File: src/rtl/wdt_multi.sv
// Multi-channel watchdog: a shared prescaler tick drives each channel through
// COUNT -> GRACE -> BITE, with optional windowed kicks and a sticky reset request.
module wdt_multi #(
    parameter int NUM_CH  = 4,
    parameter int CNT_W   = 32,
    parameter int PRE_W   = 8,
    parameter int GRACE_W = 8
) (
    input  logic                                          clk,
    input  logic                                          rst,
    input  logic                                          pre_we,
    input  logic [PRE_W-1:0]                              pre_val,
    input  logic                                          cfg_we,
    input  logic [((NUM_CH > 1) ? $clog2(NUM_CH) : 1)-1:0] cfg_ch,
    input  logic                                          cfg_en,
    input  logic [CNT_W-1:0]                              cfg_timeout,
    input  logic [CNT_W-1:0]                              cfg_window,
    input  logic [GRACE_W-1:0]                            cfg_grace,
    input  logic [NUM_CH-1:0]                             kick,
    input  logic [NUM_CH-1:0]                             clr,
    output logic [NUM_CH-1:0]                             wto_irq,
    output logic                                          wdt_rst_req,
    output logic [2*NUM_CH-1:0]                           ch_state
);
    localparam int CH_W = (NUM_CH > 1) ? $clog2(NUM_CH) : 1;

    typedef enum logic [1:0] {
        IDLE  = 2'd0,
        COUNT = 2'd1,
        GRACE = 2'd2,
        BITE  = 2'd3
    } state_t;

    logic [PRE_W-1:0]  pre_val_q;
    logic [PRE_W-1:0]  pre_cnt;
    logic              tick;
    logic              cfg_ok;
    logic [NUM_CH-1:0] bite_d;

    // A prescaler write restarts the phase, so no tick is issued in that cycle.
    assign tick   = !pre_we && (pre_cnt == pre_val_q);
    assign cfg_ok = (int'(cfg_ch) < NUM_CH);

    always_ff @(posedge clk or posedge rst) begin
        if (rst) begin
            pre_val_q <= '0;
            pre_cnt   <= '0;
        end else if (pre_we) begin
            pre_val_q <= pre_val;
            pre_cnt   <= '0;
        end else if (tick) begin
            pre_cnt <= '0;
        end else if (pre_cnt != '1) begin
            pre_cnt <= pre_cnt + PRE_W'(1);
        end
    end

    for (genvar i = 0; i < NUM_CH; i++) begin : g_ch
        state_t             state_q, state_d;
        logic [CNT_W-1:0]   count_q, count_d, timeout_q, window_q;
        logic [GRACE_W-1:0] gcnt_q, gcnt_d, grace_q;
        logic [CNT_W:0]     count_inc;
        logic [GRACE_W:0]   gcnt_inc;
        logic               sel, kick_ok, irq_d, irq_q;

        assign sel       = cfg_we && cfg_ok && (cfg_ch == CH_W'(i));
        assign count_inc = {1'b0, count_q} + (CNT_W+1)'(1);
        assign gcnt_inc  = {1'b0, gcnt_q} + (GRACE_W+1)'(1);
        assign kick_ok   = (window_q == '0) || (count_q >= window_q);

        // Decisions use the configuration held before this cycle's write.
        always_comb begin
            state_d = state_q;
            count_d = count_q;
            gcnt_d  = gcnt_q;
            irq_d   = 1'b0;
            unique case (state_q)
                IDLE: begin
                    if (sel && cfg_en) begin
                        state_d = COUNT;
                        count_d = '0;
                    end
                end
                COUNT: begin
                    if (sel && !cfg_en) begin
                        state_d = IDLE;
                        count_d = '0;
                    end else if (kick[i] && kick_ok) begin
                        count_d = '0;
                    end else if (kick[i] || (tick && (count_inc >= {1'b0, timeout_q}))) begin
                        state_d = GRACE;
                        gcnt_d  = '0;
                        irq_d   = 1'b1;
                    end else if (tick && !count_inc[CNT_W]) begin
                        count_d = count_inc[CNT_W-1:0];
                    end
                end
                GRACE: begin
                    if (sel && !cfg_en) begin
                        state_d = IDLE;
                        gcnt_d  = '0;
                    end else if (kick[i]) begin
                        state_d = COUNT;
                        count_d = '0;
                    end else if (tick && (gcnt_inc >= {1'b0, grace_q})) begin
                        state_d = BITE;
                    end else if (tick && !gcnt_inc[GRACE_W]) begin
                        gcnt_d = gcnt_inc[GRACE_W-1:0];
                    end
                end
                BITE: begin
                    if (clr[i]) begin
                        state_d = IDLE;
                        count_d = '0;
                        gcnt_d  = '0;
                    end
                end
            endcase
        end

        always_ff @(posedge clk or posedge rst) begin
            if (rst) begin
                state_q   <= IDLE;
                count_q   <= '0;
                gcnt_q    <= '0;
                irq_q     <= 1'b0;
                timeout_q <= '0;
                window_q  <= '0;
                grace_q   <= '0;
            end else begin
                state_q <= state_d;
                count_q <= count_d;
                gcnt_q  <= gcnt_d;
                irq_q   <= irq_d;
                if (sel) begin
                    timeout_q <= cfg_timeout;
                    window_q  <= cfg_window;
                    grace_q   <= cfg_grace;
                end
            end
        end

        assign wto_irq[i]         = irq_q;
        assign ch_state[2*i +: 2] = state_q;
        assign bite_d[i]          = (state_d == BITE);
    end

    // Built from next state so the request follows BITE entry/exit on the same edge.
    always_ff @(posedge clk or posedge rst) begin
        if (rst) begin
            wdt_rst_req <= 1'b0;
        end else begin
            wdt_rst_req <= |bite_d;
        end
    end

endmodule

File: config.mk
export PLATFORM = sky130hd
export DESIGN_NAME = wdt_multi
export DESIGN_NICKNAME = d
export VERILOG_FILES = /design/src/rtl/wdt_multi.sv
export SDC_FILE = /design/constraint.sdc
export NUM_CORES = 2
export LEC_CHECK = 0
export BUFFER_PORTS_ARGS = -buffer_cell sky130_fd_sc_hd__buf_2
export CAP_MARGIN = 20
export CORE_AREA = 5 5 248 250
export DETAILED_ROUTE_END_ITERATION = 7
export DIE_AREA = 0 0 253 255
export GPL_TIMING_DRIVEN = 0
export HOLD_SLACK_MARGIN = 0.02
export PLACE_DENSITY = 0.63
export SYNTH_ARGS = -nofsm -noshare
export SYNTH_HDL_FRONTEND = slang
export SYNTH_SLANG_ARGS = --single-unit
File: constraint.sdc
create_clock -name clk -period 19.5 [get_ports clk]
set_input_delay 0.975 -clock clk [delete_from_list [all_inputs] [get_ports clk]]
set_output_delay 0.975 -clock clk [all_outputs]
set_load 0.02 [all_outputs]
# Word-level counts from Yosys, hierarchy flattened
# Cells that the tools add are included.
[classes]
n_reduce_logical = 74
n_lt_le_gt_ge = 12
n_mux = 127
eq_ne = 69
add_sub_neg = 9
[op_table]
columns = ["op", "count"]
rows = [
  ["32-bit two-way mux", 32],
  ["32-bit case mux with 4 select lines", 4],
  ["8-bit two-way mux", 35],
  ["32-bit by 1-bit adder with 33-bit output (second input constant)", 4],
  ["33-bit by 32-bit >= comparator with 1-bit output", 4],
  ["32-bit >= comparator", 4],
  ["32-bit zero test", 4],
  ["8-bit case mux with 3 select lines", 4],
  ["2-bit two-way mux", 32],
  ["2-bit inequality test (second input constant)", 28],
  ["8-bit by 1-bit adder with 9-bit output (second input constant)", 4],
  ["9-bit by 8-bit >= comparator with 1-bit output", 4],
  ["3-bit inequality test (second input constant)", 12],
  ["1-bit logical AND", 33],
  ["4-bit inequality test (second input constant)", 8],
  ["2-bit case mux with 4 select lines", 4],
  ["8-bit AND reduction", 4],
  ["2-bit == test (second input constant)", 14],
  ["6-bit AND reduction", 4],
  ["1-bit two-way mux", 16],
  ["3-bit nonzero test", 5],
  ["2-bit by 1-bit == test with 1-bit output (second input constant)", 5],
  ["1-bit zero test", 10],
  ["2-bit zero test", 5],
  ["5 further kinds", 12],
]
[word_totals]
output_inout_bits = 13
ff_bits = 477
word_cells = 322

# Longest topological paths before layout
[depth]
ltp_word = 10
depth_mapped = 21
mapped_depth_nobuf = 18

# Worst setup path before layout
# OpenSTA, ideal clock, no wires.
[synth_path]
path_type = "reg2reg"
start = "reg g_ch[3].count_q[0]"
end = "reg g_ch[3].count_q[1]"
arrival_ns = 4.090
synth_period_minus_slack_ns = 4.218
t_required_ns = 19.373
n_path_buf = 3
setup_ns = 0.127
slack_ns = 15.282
stages_incl_launch_ff = 20
cell_sequence = "dfrtp_1 -> ha_1 -> nand3_1 -> nor3_1 -> and2_1 -> buf_2 -> nand3_1 -> nor2_1 -> xor2_1 -> ha_1 -> a21o_1 -> a21o_1 -> a2111oi_0 -> o21ai_0 -> a221oi_4 -> a21oi_1 -> or2_1 -> clkbuf_1 -> buf_6 -> mux2_1"
[synth_between]
elab_chain_len = 6
word_cells_on_any_way = 17
classes_between = "add/sub (1); order compare (2); eq/ne (2); mux (5); reduce/logical (7)"
[synth_rtl]
columns = ["item", "line", "source"]
rows = [
  ["from (decl)", "60", "logic [CNT_W-1:0] count_q, count_d, timeout_q, window_q;"],
  ["from (signal assigned)", "132", "count_q <= count_d;"],
  ["32-bit by 1-bit adder with 33-bit output or 32-bit >= comparator (tied branches)", "67, 69", ""],
  ["33-bit by 32-bit >= comparator with 1-bit output, or another cell as far along", "90", "end else if (kick[i] || (tick && (count_inc >= {1'b0, timeout_q}))) begin"],
  ["1-bit logical AND, or another cell as far along", "90", ""],
  ["1-bit logical OR or 32-bit two-way mux (tied branches)", "90, 88", ""],
  ["4-bit inequality test (no source line) or 32-bit two-way mux (tied branches)", "n/a", ""],
  ["6-bit AND reduction (no source line) or 32-bit case mux with 4 select lines (tied branches)", "n/a", ""],
]
# Several ways; a longest one is shown, not always the timed one. The select of a mux whose other input is x is not followed.
# A chain may end at the register's enable or synchronous reset.

# Worst setup path after layout
[layout_path]
start = "reg g_ch[1].count_q[2]"
end = "reg g_ch[1].count_q[17]"
[layout_between]
elab_chain_len = 6
word_cells_on_any_way = 17
classes_between = "add/sub (1); order compare (2); eq/ne (2); mux (5); reduce/logical (7)"
[layout_rtl]
columns = ["item", "line"]
rows = [
  ["from (decl)", "60"],
  ["from (signal assigned)", "132"],
  ["32-bit by 1-bit adder with 33-bit output or 32-bit >= comparator (tied branches)", "67, 69"],
  ["33-bit by 32-bit >= comparator with 1-bit output, or another cell as far along", "90"],
  ["1-bit logical AND, or another cell as far along", "90"],
  ["1-bit logical OR or 32-bit two-way mux (tied branches)", "90, 88"],
  ["4-bit inequality test (no source line) or 32-bit two-way mux (tied branches)", "n/a"],
  ["6-bit AND reduction (no source line) or 32-bit case mux with 4 select lines (tied branches)", "n/a"],
]
# Several ways; a longest one is shown, not always the timed one. The select of a mux whose other input is x is not followed.

==> impl_results.md <==
* Status: finished, final reports clean
* Vias per cell at slightly below 6
* DP Cell Count at 4108
* Worst-path fanout max at 10
* TritonRoute pass-1 iters at 6
* Die Height at ~260 µm
* Ratio of cells with drive above 1 in the final layout at 10.3%
* Gpl congestion at 0.937
* Grt total ovfl at 0
* Post-place setup slack at between 10 and 15 ns
* Fin Setup TNS at 0 ns
* Number of buffers added on ports at 107
* Slew @ Worst Pin at approximately 1.3 ns
* P_leak at about 16 nW
* Post-DP HPWL at 68800 µm
* Slew HR at 15.6%
* H-tree levels at 2
* IO Pins at 108
* Avg WL per Cell at 21.9 µm
* Clock network latency to the later pin of the worst-skew pair at 0.63 ns
* Post-CTS Setup Bufs at 0
* Die area at 64500 µm²
* Final Max Slew Viols at 0
* Synth top cells by count: 497 x nand2_1, 477 x dfrtp_1, 349 x o21ai_0
* Area growth from synthesis to layout at 11.8%
* Register Area at 11900 µm²
* DRT antenna net count at 0
* # clock sinks at 477
* Crit path time final at between 6 and 7 ns
* Post-synth EDFFs at 0
* Clock buffer depth at 3
* Initial antenna violation count at 5
* Worst hold slack at 0.366 ns
* Tcrit/Tclk final at 31.5%
* Most numerous cell in the Yosys netlist: nand2_1
* Worst min-delay path category: in -> async
* Setup Crit Path Kind: reg -> reg
* Fillers at 5379
* Max Fclk at 163 MHz
* Top cells by area, synth: dfrtp_1 41%, ha_1 13%, nand2_1 6.4%
* VDD IR-drop max at 0.0000662 V
* Post-route insts no fill at 4209
* Worst Setup End Kind: register
* Vias in the first global route at 23900
* Final Util at between 50% and 60%
* Die Wd at 253 µm
* Worst setup margin at 13.36 ns
* CP arrival at 6.63 ns
* Total GRT Usage at 28.3%
* Initial Util at 49.5%
* Setup Skew at 0.0280 ns
* Final #Nets at 3785
* Final hold viol count at 0
* Startpoint types: register
* Core Region at 58800 µm²
* # resized after CTS at 0
* Pwr Density at between 90 and 100 nW/µm²
* DP Area at 30700 µm²
* RSZ-0062 raised after global routing: false
* Synth cell types at 89
* Root buffer cell: clkbuf_16
* CP required at 19.99 ns
* Max-Cap Viols at 0
* FF+latch count, synth at between 400 and 500
* Final setup violation count at 0
* Via Count at 24300
* Tot Pwr at between 2 and 3 mW
* Pin count of the biggest net entering global routing at ~120
* Cell Rows at 89
* CTS tree: yes
* Multi-input gate area at 15400 µm²
* TritonCTS buffer count at 54
* First-pass GRT wire length at roughly 140000 µm
* Final wirelength at approximately 92000 µm
* Netlist Area Pre-Place at about 29000 µm²
* First DRT Iteration DRCs at around 2100
* Gate Count Post-Synth at approximately 3200
* Mapped Nets at about 3600
* Share of async-settable or async-resettable flops after synthesis at 100%
* Hold-fix buffers at CTS at 0
* Cell taking the most area after synthesis: dfrtp_1
* Share of the yosys chip area belonging to registers at 41.0%
* Final Cell Area at around 33000 µm²
* Ys flop type: dfrtp_1
* Ys Warns at 0
* Remaining routing DRC violations at 0
* Top cell type's share of synthesized area at 41.0%
* Avg Cell Area, Syn at between 9 and 10 µm²
* Clock-pin slew on the worst setup and hold paths at approximately 0.06 ns
path summary, 6_finish.rpt:
| kind | cells after the start | slack, ns | from | end |
|---|---|---|---|---|
| min in group clk | 2 | 0.50 | g_ch[3].grace_q[0]$_DFFE_PP0P_ | g_ch[3].grace_q[0]$_DFFE_PP0P_ |
| worst max-delay path | 17 | 13.36 | g_ch[1].count_q[2]$_DFFE_PP0P_ | g_ch[1].count_q[17]$_DFFE_PP0P_ |
| worst min-delay path | 2 | 0.37 | rst | g_ch[1].timeout_q[9]$_DFFE_PP0P_ |
| worst min register to register | 2 | 0.50 | g_ch[3].grace_q[0]$_DFFE_PP0P_ | g_ch[3].grace_q[0]$_DFFE_PP0P_ |
| max in group asynchronous | 6 | 16.77 | rst | g_ch[2].grace_q[3]$_DFFE_PP0P_ |
| worst max register to register | 17 | 13.36 | g_ch[1].count_q[2]$_DFFE_PP0P_ | g_ch[1].count_q[17]$_DFFE_PP0P_ |
flip-flops by register name (all words and copies together), names as in the netlist:
register and cells:
g_ch.timeout_q 128, g_ch.window_q 128, g_ch.count_q 128, g_ch.irq_q 4, g_ch.state_q 8, wdt_rst_req 1, pre_val_q 8, g_ch.grace_q 32
g_ch.gcnt_q 32, pre_cnt 8
critical path, cell delays in order (launching register included):
cell and delay [ns]:
dfrtp_1 0.49, and3_1 0.22, nand4_1 0.22, nor3_1 0.71
and3_1 0.25, clkbuf_1 0.29, xor2_1 0.15, ha_1 0.32
nand4_1 0.25, nor4_1 0.89, o211ai_1 0.38, nand4_1 0.33
a31oi_1 0.14, nand3_1 0.21, a21o_1 0.15, clkbuf_1 0.32
clkbuf_1 0.47, o21ai_0 0.19
where the power goes:
part           total [mW]  switching (mW)  internal [mW]
Clock                1.04           0.427          0.610
Combinational       0.763           0.504          0.259
Sequential           1.19          0.0736           1.11
layer usage:
metal	wire length (µm)	track usage [%]	vias up	part of all wire (%)
li1	-	-	11500	-
met1	39000	37.8	11900	42
met2	42200	45.9	701	46
met3	6500	5.24	190	7.0
met4	4540	12.0	2	4.9
met5	13	0	-	0.014
logic make-up after synthesis:
logic type,share of synthesized area [%]
AO/OA/AOI/OAI,13.8
XOR/XNOR,4.49
adder cells (fa/ha/maj),12.8
buffers and inverters,6.13
flip-flops,41.0
multiplexers,4.75
AND/OR/NAND/NOR,17.1
layout make-up:
type                    instances  share of cell area, %
flip-flops and latches        477                   36.7
well taps                     773                   2.97
clock buffers                  81                   4.99
clock inverters                15                  0.473
diodes                          3                 0.0231
plain buffers                 117                   1.53
repair buffers                114                   2.09
inverters                     342                   3.97
multi-input cells            2287                   47.3
cell usage in the layout (no fill, tap or decap), types with 7 or more instances in the layout:
cell and instances:
o31ai_1 13, nand3_1 127, and4_1 27, nand2_1 497, nor4_1 38, buf_1 7
mux2_2 94, a21oi_1 120, o21ai_1 9, clkbuf_16 55, o211ai_1 9, a21o_1 48
nand4_1 78, clkbuf_8 16, inv_1 339, mux2i_1 31, and2_1 18, dfrtp_1 477
xnor2_1 87, a211oi_1 16, or2_2 10, a41oi_1 7, a221o_1 8, buf_4 7
o21ai_0 349, or3_1 7, xor2_1 62, nor2b_1 11, nor2_1 107, a31oi_1 30
o21a_1 7, buf_2 124, ha_1 297, nand2b_1 16, and3_1 44, clkbuf_1 96
nor3_1 30, clkinv_2 11
(Power assumes the default switching activity.)
